$ cat config.mk
export PLATFORM = sky130hd
export DESIGN_NAME = timer_a_ccr
export DESIGN_NICKNAME = d
export VERILOG_FILES = /design/src/rtl/timer_a_ccr_pkg.sv /design/src/rtl/timer_a_ccr_chan.sv /design/src/rtl/timer_a_ccr.sv
export SDC_FILE = /design/constraint.sdc
export NUM_CORES = 1
export LEC_CHECK = 0
export ABC_CLOCK_PERIOD_IN_PS = 1950
export CORE_ASPECT_RATIO = 1.75
export CORE_MARGIN = 2
export CORE_UTILIZATION = 48
export DETAILED_ROUTE_END_ITERATION = 8
export GPL_ROUTABILITY_DRIVEN = 0
export GPL_TIMING_DRIVEN = 0
export PLACE_DENSITY_LB_ADDON = 0.2
export SETUP_SLACK_MARGIN = 0.02
export SYNTH_ARGS = -nofsm -noshare
export SYNTH_HDL_FRONTEND = slang
export SYNTH_HIERARCHICAL = 1
export SYNTH_SLANG_ARGS = --single-unit
$ cat constraint.sdc
create_clock -name i_clk -period 1.95 [get_ports i_clk]
set_input_delay 0.585 -clock i_clk [delete_from_list [all_inputs] [get_ports i_clk]]
set_output_delay 0.585 -clock i_clk [all_outputs]
set_load 0.01 [all_outputs]
$ cat src/rtl/timer_a_ccr_pkg.sv
// Shared definitions for the TIMER_A capture/compare stage: CCTL field
// positions, output-mode and capture-edge codes, and bus address decode.
package timer_a_pkg;

  typedef enum logic [2:0] {
    OM_OUTBIT  = 3'b000,
    OM_SET     = 3'b001,
    OM_TOGGLE  = 3'b010,
    OM_RESET   = 3'b011,
    OM_RST_SET = 3'b100,
    OM_SET_RST = 3'b101
  } outmod_e;

  localparam logic [1:0] CM_NONE = 2'b00;
  localparam logic [1:0] CM_RISE = 2'b01;
  localparam logic [1:0] CM_FALL = 2'b10;
  localparam logic [1:0] CM_BOTH = 2'b11;

  localparam int CCTL_CAP        = 0;
  localparam int CCTL_CM_LSB     = 1;
  localparam int CCTL_OUTMOD_LSB = 3;
  localparam int CCTL_OUT        = 6;
  localparam int CCTL_CCIE       = 7;

  // Even addresses are CCTLn, odd are CCRn; the channel is addr >> 1.
  function automatic int addr_chan(input int addr);
    return addr >> 1;
  endfunction

  function automatic logic addr_is_ccr(input int addr);
    return (addr % 2) == 1;
  endfunction

endpackage

$ cat src/rtl/timer_a_ccr_chan.sv
// One capture/compare channel: CCTL/CCR registers, cci synchronizer and
// edge detect, waveform output and flags.
// Optional: TIMER_A_CCR_SHADOW_EN buffers compare-mode CCR writes in a
// shadow register that loads into the active CCR on the next zero event.
module timer_a_ccr_chan
  import timer_a_pkg::*;
#(
  parameter int TA_W = 8
) (
  input  logic            i_clk,
  input  logic            i_rst,
  input  logic [TA_W-1:0] i_ta,
  input  logic            i_step,
  input  logic            i_zero,
  input  logic            i_cci,
  input  logic            i_we_cctl,
  input  logic            i_we_ccr,
  input  logic [7:0]      i_wdata,
  input  logic            i_clr_ifg,
  output logic [7:0]      o_cctl,
  output logic [7:0]      o_ccr,
  output logic            o_out,
  output logic            o_ccifg,
  output logic            o_cov,
  output logic            o_irq
);

  logic [7:0]      cctl;
  logic [TA_W-1:0] ccr;
  logic [TA_W-1:0] ccr_vis;
  logic            sync1, sync2, prev;
  logic            cap, rise, fall, cap_evt, match;
  logic [1:0]      cm;
  outmod_e         outmod;

  assign cap    = cctl[CCTL_CAP];
  assign cm     = cctl[CCTL_CM_LSB +: 2];
  assign outmod = outmod_e'(cctl[CCTL_OUTMOD_LSB +: 3]);
  assign rise   = sync2 & ~prev;
  assign fall   = ~sync2 & prev;
  assign cap_evt = cap & ((rise & (cm == CM_RISE || cm == CM_BOTH)) |
                          (fall & (cm == CM_FALL || cm == CM_BOTH)));
  // Only a fresh count value can match, so a stalled timer never re-fires.
  assign match  = ~cap & i_step & (i_ta == ccr);

  // Two-flop synchronizer plus history flop for edge decode.
  always_ff @(posedge i_clk) begin
    if (i_rst) {sync1, sync2, prev} <= '0;
    else       {sync1, sync2, prev} <= {i_cci, sync1, sync2};
  end

  // Control register.
  always_ff @(posedge i_clk) begin
    if (i_rst)          cctl <= '0;
    else if (i_we_cctl) cctl <= i_wdata;
  end

`ifdef TIMER_A_CCR_SHADOW_EN
  logic [TA_W-1:0] shadow;

  // Capture loads both copies; compare-mode writes wait in the shadow
  // until the count wraps through zero.
  always_ff @(posedge i_clk) begin
    if (i_rst) begin
      ccr    <= '0;
      shadow <= '0;
    end else if (cap_evt) begin
      ccr    <= i_ta;
      shadow <= i_ta;
    end else begin
      if (i_we_ccr)             shadow <= i_wdata[TA_W-1:0];
      if (i_we_ccr && cap)      ccr    <= i_wdata[TA_W-1:0];
      else if (i_zero && !cap)  ccr    <= shadow;
    end
  end
  assign ccr_vis = shadow;
`else
  // Capture has priority over a same-cycle bus write.
  always_ff @(posedge i_clk) begin
    if (i_rst)         ccr <= '0;
    else if (cap_evt)  ccr <= i_ta;
    else if (i_we_ccr) ccr <= i_wdata[TA_W-1:0];
  end
  assign ccr_vis = ccr;
`endif

  // Interrupt flag: a set event beats a same-cycle clear.
  always_ff @(posedge i_clk) begin
    if (i_rst)                o_ccifg <= 1'b0;
    else if (match | cap_evt) o_ccifg <= 1'b1;
    else if (i_clr_ifg)       o_ccifg <= 1'b0;
  end

  // Overflow: capture on an unserviced flag; cleared by leaving capture mode.
  always_ff @(posedge i_clk) begin
    if (i_rst)                                   o_cov <= 1'b0;
    else if (cap_evt && o_ccifg)                 o_cov <= 1'b1;
    else if (i_we_cctl && !i_wdata[CCTL_CAP])    o_cov <= 1'b0;
  end

  // Waveform output per OUTMOD; match wins over zero in the PWM modes.
  always_ff @(posedge i_clk) begin
    if (i_rst) o_out <= 1'b0;
    else begin
      case (outmod)
        OM_SET:     if (match) o_out <= 1'b1;
        OM_TOGGLE:  if (match) o_out <= ~o_out;
        OM_RESET:   if (match) o_out <= 1'b0;
        OM_RST_SET: if (match) o_out <= 1'b0; else if (i_zero) o_out <= 1'b1;
        OM_SET_RST: if (match) o_out <= 1'b1; else if (i_zero) o_out <= 1'b0;
        default:    o_out <= cctl[CCTL_OUT];  // OM_OUTBIT and reserved codes
      endcase
    end
  end

  // Zero-extended readback of the visible CCR.
  always_comb begin
    o_ccr = '0;
    o_ccr[TA_W-1:0] = ccr_vis;
  end

  assign o_cctl = cctl;
  assign o_irq  = o_ccifg & cctl[CCTL_CCIE];

endmodule

$ cat src/rtl/timer_a_ccr.sv
// TIMER_A capture/compare block: count step/zero detect, register bus
// decode and read mux, channel array, combined interrupt request.
// Optional: TIMER_A_CCR_SHADOW_EN (see timer_a_ccr_chan).
module timer_a_ccr
  import timer_a_pkg::*;
#(
  parameter  int N_CH = 2,
  parameter  int TA_W = 8,
  localparam int AW   = (N_CH == 1) ? 1 : $clog2(2 * N_CH)
) (
  input  logic            i_clk,
  input  logic            i_rst,
  input  logic [TA_W-1:0] i_TA,
  input  logic [N_CH-1:0] i_cci,
  input  logic            i_we,
  input  logic [AW-1:0]   i_addr,
  input  logic [7:0]      i_wdata,
  input  logic [N_CH-1:0] i_clr_ifg,
  output logic [7:0]      o_rdata,
  output logic [N_CH-1:0] o_out,
  output logic [N_CH-1:0] o_ccifg,
  output logic [N_CH-1:0] o_cov,
  output logic            o_irq
);

  logic [TA_W-1:0]           ta_q;
  logic                      step, zero, is_ccr;
  int                        sel_ch;
  logic [N_CH-1:0][7:0]      cctl_rd, ccr_rd;
  logic [N_CH-1:0]           irq_req;

  // Previous count, so a held count produces no events.
  always_ff @(posedge i_clk) begin
    if (i_rst) ta_q <= '0;
    else       ta_q <= i_TA;
  end

  assign step   = (i_TA != ta_q);
  assign zero   = step & (i_TA == '0);
  assign sel_ch = addr_chan(int'(i_addr));
  assign is_ccr = addr_is_ccr(int'(i_addr));

  for (genvar g = 0; g < N_CH; g++) begin : g_ch
    timer_a_ccr_chan #(.TA_W(TA_W)) u_chan (
      .i_clk     (i_clk),
      .i_rst     (i_rst),
      .i_ta      (i_TA),
      .i_step    (step),
      .i_zero    (zero),
      .i_cci     (i_cci[g]),
      .i_we_cctl (i_we && !is_ccr && sel_ch == g),
      .i_we_ccr  (i_we &&  is_ccr && sel_ch == g),
      .i_wdata   (i_wdata),
      .i_clr_ifg (i_clr_ifg[g]),
      .o_cctl    (cctl_rd[g]),
      .o_ccr     (ccr_rd[g]),
      .o_out     (o_out[g]),
      .o_ccifg   (o_ccifg[g]),
      .o_cov     (o_cov[g]),
      .o_irq     (irq_req[g])
    );
  end

  // Read mux; addresses beyond the last channel read as zero.
  always_comb begin
    o_rdata = '0;
    for (int n = 0; n < N_CH; n++)
      if (sel_ch == n) o_rdata = is_ccr ? ccr_rd[n] : cctl_rd[n];
  end

  assign o_irq = |irq_req;

endmodule
### Word-level counts from Yosys, hierarchy flattened

Index checks and enable logic that the tools add are counted.

| word-level totals | value |
|---|---|
| bits in registers | 52 |
| input port bits | 25 |
| word-level logic and storage cells | 132 |

| cells by class | value |
|---|---|
| equal/unequal tests | 29 |
| muxes and demuxes | 30 |
| bitwise operators | 29 |
| reduce and logical (&&, ||, !) cells | 27 |

Operators by type and width:

| operator | count |
|---|---|
| 8-bit 2-to-1 mux | 8 |
| 32-bit logical NOT | 1 |
| 1-bit 2-to-1 mux | 20 |
| 1-bit AND | 17 |
| 8-bit equality test | 2 |
| 3-bit by 2-bit equality test with 1-bit output (second input constant) | 4 |
| 3-bit equality test (second input constant) | 4 |
| 2-bit by 1-bit != test with 1-bit output (second input constant) | 6 |
| 2-bit nonzero test | 6 |
| 1-bit logical AND | 10 |
| 1-bit case mux with 5 select lines | 2 |
| 5-bit AND reduction | 2 |
| 2-bit equality test (second input constant) | 4 |
| 8-bit logical NOT | 1 |
| 8-bit != test | 1 |
| 1-bit inverter | 8 |
| 3-bit by 1-bit equality test with 1-bit output (second input constant) | 2 |
| 3-bit by 1-bit != test with 1-bit output (second input constant) | 2 |
| 3-bit by 2-bit != test with 1-bit output (second input constant) | 2 |
| 2-bit by 1-bit equality test with 1-bit output (second input constant) | 2 |
| 1-bit logical OR | 4 |
| 1-bit bitwise OR | 4 |
| 1-bit logical NOT | 2 |
| 2-bit OR reduction | 1 |

### Logic depth before layout (Yosys ltp)

Gate-level depths: netlist of the first run.

| logic depth | value |
|---|---|
| word-level depth | 7 |
| depth in mapped cells | 8 |

### By module

Netlist of the first run, hierarchy kept.

By module, submodules not included:

| module | instances | cells each | area an instance (um2) |
|---|---|---|---|
| timer_a_ccr_chan | 2 | 106 | 1013.5 |
| timer_a_ccr | 1 | 47 | 560.5 |

### Worst setup path before layout of the first run

OpenSTA, ideal clock, no wires.

| path | value |
|---|---|
| path kind | input port to flip-flop |
| start point | input i_TA[2] |
| end point | register g_ch[0].u_chan.o_out |
| setup time | 0.074 ns |
| arrival | 1.918 ns |
| slack | -0.042 ns |
| cell stages on the path | 7 |
| buffers on the path | 0 |
| cells stage by stage | xor2_1 > nor4_1 > a21oi_1 > nand2b_1 > o311a_1 > or3b_1 > a31oi_1 |

| between the ends | value |
|---|---|
| elaborated cells between the ends (all ways) | 15 |

RTL lines:

| element | line | RTL |
|---|---|---|
| start: declaration | timer_a_ccr.sv:13 | `input logic [TA_W-1:0] i_TA,` |
| 8-bit != test / 8-bit logical NOT (equally long branches) | timer_a_ccr.sv:38, timer_a_ccr.sv:39 |  |
| 1-bit AND * | timer_a_ccr.sv:39 | `assign zero = step & (i_TA == '0);` |
| net zero | timer_a_ccr.sv:27 | `logic step, zero, is_ccr;` |
| 3-bit by 1-bit != test with 1-bit output (no line) | n/a |  |
| 5-bit AND reduction (no line) * | n/a |  |
| end signal: assignment | timer_a_ccr_chan.sv:107 | `OM_TOGGLE: if (match) o_out <= ~o_out;` |
| end signal: assignment | timer_a_ccr_chan.sv:111 | `default: o_out <= cctl[CCTL_OUT];` |
| end: declaration | timer_a_ccr_chan.sv:22 | `output logic o_out,` |

Mark *: on every way through the listed nets, which the timed path passes. The rest lies on a longest branch.
A chain may end at the register's enable or synchronous reset.

### Worst setup path in the final report of the first run

| path | value |
|---|---|
| start point | input i_addr[0] |
| end point | output o_rdata[1] |

| between the ends | value |
|---|---|
| cells in the longest elaborated chain, start to end | 3 |
| elaborated cells between the ends (all ways) | 4 |

RTL lines:

| element | line | RTL |
|---|---|---|
| start: declaration | timer_a_ccr.sv:16 | `input logic [AW-1:0] i_addr,` |
| 8-bit 2-to-1 mux (2 in series) | timer_a_ccr.sv:68 | `if (sel_ch == n) o_rdata = is_ccr ? ccr_rd[n] : cctl_rd[n];` |
| 8-bit 2-to-1 mux * | timer_a_ccr.sv:68 |  |
| end: declaration | timer_a_ccr.sv:19 | `output logic [7:0] o_rdata,` |

Every way passes the cells marked *; elsewhere a longest branch is shown, timed or not.

==> impl_results.md, run 1 <==
- Clock power share: 30.0%
- Status: finished with violations
- Sw frac: 25.7%
- CP Data Arrival Time: 1.53 ns
- Nets@finish: 336
- P_sw: 547 uW
- Max incr delay on CP: 0.51 ns
- Pleak: 1.21 nW
- Largest area contributor in the netlist: dfxtp_1
- CP max FO: 7
- FFs w/ async S/R, synth: 0%
- Startpoint type of the worst setup path: input port
- CP bufs+invs: 4
- DR iter-0 viols: 84
- Clock Path Buffers: 2
- Clock root cell: clkbuf_8
- Layout Cells excl Fill: 367
- Dpl ws: -1.01 ns
- Vias in the first global route: 2130
- Post-synth top flop: dfxtp_1
- First-pass GRT wire length: 10800 um
- Post-synth cell types: 36
- Failing checks: setup timing
- Synth Warn #: 6
- Post-Syn Instances: 259
- Hpwl dp: 4720 um
- Slowest library cell on the worst path: mux4_2
- Clock Sinks: 52
- Area after DPL: 0.00305 mm^2
- Critical Path RT: 1.36 ns
- Antenna Nets Post-Route: 0
- Worst Slack Setup Final: -0.166 ns
- Die width: 59.5 um
- Fin crit share: 109%
- RSZ-0062 raised after global routing: yes
- Final setup fails: 8
- H-tree Lvls: 2
- Setup crit end kind: output port
- Grt total ovfl: 0
- Die area: 0.00602 mm^2
- Vias per inst: 5.75
- Sequential element share of the synthesized area: 40.2%
- Routed via count: 2109
- Starting density of the core: 49.2%
- Avg WL per Cell: 18.4 um
- Final core utilization: 63.6%
- DRC: 0
- Ports: 40
- PwrDens: 636 mW/mm^2
- Worst flop-to-flop path startpoint: ta_q[7]
- Die Y: 101 um
- Ratio of cells with drive above 1 in the final layout: 23.1%
- Int Pwr: 1.58 mW
- Net count after synthesis: 284
- Avg Cell Area, Syn: 9.99 um^2
- Crit-path cells: buf_8, buf_12, buf_6, mux4_2, buf_6
- Final max-slew violation count: 0
- Final min period: 2.12 ns
- Core area: 0.00526 mm^2
- Cts bufs inserted: 5
- Synth top area cells: dfxtp_1 40%, mux2i_1 12%, xor2_1 5.4%
- Setup TNS after final layout: -0.641 ns
- Critical path class: input port to output port
- Drt first pass iters: 4
- Post-route design area: 0.00334 mm^2
- Crit path max-delay family: multiplexers
- #FFs+latches synth: 52
- Row count: 35
- Post-synth EDFFs: 0
- Worst slew pin tran: 0.545 ns
- Reg clk slew, reported paths: 0.09 ns
- Largest net degree at the start of global routing: 17
- Hold Violations, Final: 0
- Comb power frac: 16.4%
- Rel. slew slack: 63.6%
- Power Total: 2.13 mW
- CTS tree: built
- Max Clk Rate: 472 MHz
- Critical path startpoint: i_addr[0]
- Total GRT Usage: 24.1%
- Maxcap violations: 0
- Worst hold path type: flip-flop to flip-flop
- Crit path top cell by count: buf_6
- Hold Path Origin: g_ch[0].u_chan/sync1
- Flop pwr share: 53.7%
- Clk Latency, worst-skew pair: 0.31 ns
- Layout area overhead: 29.1%
- ANT cells: 0
- Yosys top cell area share: 40.2%
- Min Hold Slack: 0.449 ns
- Clock Skew: 0.00578 ns
- Cell Area, Synth: 0.00259 mm^2
- Initial antenna violation count: 0
- # port buffers: 39
- VDD IR max: 0.673 mV
- Final WL: 6740 um
- Placed Cells: 353
cells by family after synthesis:
| logic type | share of synthesized area (%) |
|---|---|
| multiplexers | 19.6 |
| flip-flops | 40.2 |
| AND/OR/NAND/NOR | 20.1 |
| AO/OA/AOI/OAI | 9.38 |
| buffers and inverters | 2.56 |
| XOR/XNOR | 8.12 |
worst register-to-register path: stages (launching register included):
cell and delay [ns]:
dfxtp_1 0.33, xor2_2 0.17, nor4_2 0.28, buf_4 0.17
a21oi_4 0.08, nand2b_4 0.14, o311a_1 0.12, or3b_1 0.37
a31oi_1 0.17
routing by layer:
layer | vias to the layer above | wire [um] | global-route usage (%)
met5 | - | 0 | 0
met4 | 0 | 242 | 13.3
met1 | 1003 | 2710 | 27.7
li1 | 1027 | - | -
met2 | 59 | 3580 | 41.6
met3 | 20 | 220 | 3.34
cell usage in the layout, fill, tap and decap left out, types with 3 or more instances in the layout:
master / n
clkdlybuf4s50_1: 20
nand2b_1: 5
nand2_1: 9
buf_6: 13
nor3_1: 4
xor2_2: 8
mux2i_1: 32
nor2b_1: 14
xor2_1: 8
a211oi_1: 16
buf_4: 7
mux4_2: 8
clkbuf_1: 3
a31oi_1: 4
nor2_1: 37
dfxtp_1: 51
buf_12: 3
o21ai_0: 6
buf_2: 9
clkbuf_8: 6
xnor2_1: 8
clkbuf_2: 3
sequential cells by signal, indices dropped and copies added, names as in the netlist:
name / cells
ta_q: 8
g_ch.u_chan/o_cctl: 16
g_ch.u_chan/o_cov: 2
g_ch.u_chan/o_ccifg: 2
g_ch.u_chan/sync1: 2
g_ch.u_chan/o_ccr: 16
g_ch.u_chan/o_out: 2
g_ch.u_chan/prev: 2
g_ch.u_chan/sync2: 2
synthesized netlist by cell type (3+ instances only):
| cell type | count |
|---|---|
| nor4_1 | 4 |
| xnor2_1 | 8 |
| nand2_1 | 9 |
| nor2b_1 | 14 |
| dfxtp_1 | 52 |
| clkbuf_1 | 4 |
| nand2b_1 | 6 |
| nor3_1 | 4 |
| a211oi_1 | 16 |
| mux2i_1 | 32 |
| mux4_2 | 6 |
| buf_2 | 5 |
| o21ai_0 | 6 |
| a21oi_1 | 3 |
| xor2_1 | 16 |
| nor2_1 | 37 |
| a31oi_1 | 4 |
worst paths after layout:
kind / slack [ns] / to / depth (start not counted)
worst min-delay path: 0.45 / g_ch[0].u_chan/sync2 / 1
worst min register to register: 0.45 / g_ch[0].u_chan/sync2 / 1
worst max register to register: 0.05 / g_ch[0].u_chan/o_out / 8
worst max-delay path: -0.17 / o_rdata[1] / 5
what timing repair did:
action | 4_1_cts | 5_1_grt
cloned | 0 | 0
setup endpoints to repair | 39 | 20
buffers inserted | 7 | 1
resized for setup | 101 | 46
hold buffers | 0 | 0
endpoints found under the hold margin | 0 | 0
pin swaps | 4 | 9
layout make-up:
class                      instances  area (um^2)
fill                             455         1910
multi-input combinational        193         1590
sequential                        52         1040
timing repair buffer              47          468
clock buffer                       8         90.1
buffer                            10         70.1
tap                               55         68.8
inverter                           2         7.51
power groups by stage:
stage | clock [mW] | combinational [mW] | sequential, mW
5_1_grt | 0.688 | 0.377 | 1.15
6_report | 0.637 | 0.348 | 1.14
3_3_place_gp | 0 | 0.298 | 1.16
2_1_floorplan | 0 | 0.165 | 1.15
3_5_place_dp | 0 | 0.301 | 1.16
4_1_cts | 0.646 | 0.313 | 1.14
Power figures use the tool's default switching activity.
==> run 2, diff against run 1 <==
--- a/config.mk
+++ b/config.mk
@@ -7,7 +7,6 @@
 export LEC_CHECK = 0
 export ABC_CLOCK_PERIOD_IN_PS = 1950
 export CORE_ASPECT_RATIO = 1.75
-export CORE_MARGIN = 2
 export CORE_UTILIZATION = 48
 export DETAILED_ROUTE_END_ITERATION = 8
 export GPL_ROUTABILITY_DRIVEN = 0
==> impl_results.md, run 2 (synthesis gave the netlist of run 1 again) <==
- Hold Violations, Final: 0
- Worst slew pin tran: 0.570 ns
- Worst reg2reg path depth: 8
- Setup crit end kind: output port
- Routed via count: 2141
- Status: finished with violations
- Die area: 0.00570 mm^2
- Hold EP: g_ch[0].u_chan/sync2
- Hpwl dp: 4700 um
- Core area: 0.00521 mm^2
- Clock Skew: 0.00647 ns
- Max Clk Rate: 472 MHz
- Vias in the first global route: 2126
- Hold_buf cts: 0
- Placed Cells: 353
- Drt first pass iters: 6
- Worst hold path type: flip-flop to flip-flop
- Met2 wire len: 3440 um
- Vias per inst: 5.83
- Nets@finish: 336
- Clock Sinks: 52
- CP max FO: 2
- Min Hold Slack: 0.447 ns
- Clk Latency, worst-skew pair: 0.31 ns
- Wire length on met1: 2600 um
- Maxcap violations: 0
- Initial antenna violation count: 0
- Die width: 57.5 um
- Filler instances: 487
- Grt total ovfl: 0
- Avg WL per Cell: 17.9 um
- CP Data Arrival Time: 1.53 ns
- Clock root cell: clkbuf_8
- Die Y: 99.1 um
- Final max-slew violation count: 0
- Antenna Nets Post-Route: 0
- Rel. slew slack: 61.9%
- Area of the multi-input gates: 0.00154 mm^2
- Final setup fails: 8
- H-tree Lvls: 2
- Most frequent cells in the layout: 51 x dfxtp_1, 37 x nor2_1, 32 x mux2i_1, 20 x clkdlybuf4s50_1, 16 x a211oi_1
- DR WL met3: 218 um
- Ports: 40
- PwrDens: 640 mW/mm^2
- Critical path class: input port to output port
- ANT cells: 0
- VDD IR max: 0.530 mV
- Total GRT Usage: 25.5%
- Worst flop-to-flop path startpoint: ta_q[0]
- Final min period: 2.12 ns
- Largest net degree at the start of global routing: 17
- Crit Reg-Reg Endpoint: g_ch[0].u_chan/o_out
- Layout area overhead: 25.6%
- Ratio of cells with drive above 1 in the final layout: 21.8%
- Most common cell after layout, fill and taps aside: dfxtp_1
- Critical Path RT: 1.36 ns
- Row count: 35
- Reg clk slew, reported paths: 0.10 ns
- Fin crit share: 109%
- Worst reg2reg setup slack: 0.07 ns
- Final WL: 6550 um
- Cts bufs inserted: 5
- Top Layer Used: met4
- Worst Slack Setup Final: -0.167 ns
- Pleak: 1.20 nW
- First-pass GRT wire length: 10900 um
- Flip-flop and latch area: 0.00104 mm^2
- Hold Path Origin: g_ch[0].u_chan/sync1
- DRC: 2
- Hold path cells: 1
- # port buffers: 39
- DR iter-0 viols: 69
- Clock Path Buffers: 2
- Layout Cells excl Fill: 367
- CTS tree: built
- RSZ-0062 raised after global routing: yes
- Starting density of the core: 49.7%
- Failing checks: DRC, setup timing
- Startpoint type of the worst setup path: input port
[run 2: cell count changes in the layout (fill, tap and decap cells not counted), sizes merged]
cell         previous run  this run
clkinv                  0         3
dlygate4sd2             0         1
clkbuf                 12        11
buf                    33        30
[run 2: routing by layer]
| layer | GRT usage, % | up-vias |
|---|---|---|
| met5 | 0 | - |
| met4 | 15.2 | 0 |
| met3 | 3.64 | 22 |
| met2 | 42.5 | 56 |
| met1 | 30.4 | 1034 |
| li1 | - | 1029 |
[run 2: through the flow]
step	worst slack (ns)	instance area [um^2]	utilization (%)	setup TNS [ns]	power, mW
2_1_floorplan	-0.0104	2590	-	-0.0207	1.32
3_3_place_gp	-0.990	3050	58.5	-25.00	1.46
3_5_place_dp	-1.02	3050	58.5	-25.29	1.46
4_1_cts	-0.188	3150	60.5	-0.993	2.07
5_1_grt	-0.188	3250	62.4	-1.31	2.18
6_report	-0.167	3250	62.4	-0.953	2.08
[run 2: timing repair]
item / 4_1_cts / 5_1_grt
endpoints found under the setup margin: 34 / 39
gates resized for setup: 93 / 27
buffers inserted: 6 / 2
pin swaps: 5 / 5
[run 2: worst max path at each step]
stage                   start                   end  slack [ns]  cells after the start
floorplan             i_TA[0]  g_ch[0].u_chan/o_out       -0.01                      7
global placement      i_TA[0]  g_ch[1].u_chan/o_out       -0.99                      8
detailed placement    i_TA[4]  g_ch[1].u_chan/o_out       -1.02                      8
CTS                 i_addr[0]            o_rdata[1]       -0.19                      5
global route        i_addr[0]            o_rdata[1]       -0.19                      5
finish              i_addr[0]            o_rdata[1]       -0.17                      5
[run 2: power breakdown]
group | total, mW | switching (mW) | internal [mW]
Clock | 0.609 | 0.358 | 0.251
Combinational | 0.330 | 0.154 | 0.176
Sequential | 1.14 | 0.0385 | 1.10
Total | 2.08 | 0.551 | 1.53
[run 2: critical path, stage by stage]
cell,delay [ns]
buf_8,0.07
buf_6,0.11
buf_6,0.11
mux4_2,0.52
buf_6,0.14
[run 2: area by class of cell]
cell class                 instances  share of cell area, %
inverter                           2                  0.231
clock buffer                       5                   2.12
buffer                            10                   1.89
sequential                        52                   32.1
tap                               55                   2.12
multi-input combinational        193                   47.4
clock inverter                     3                  0.577
timing repair buffer              47                   13.6
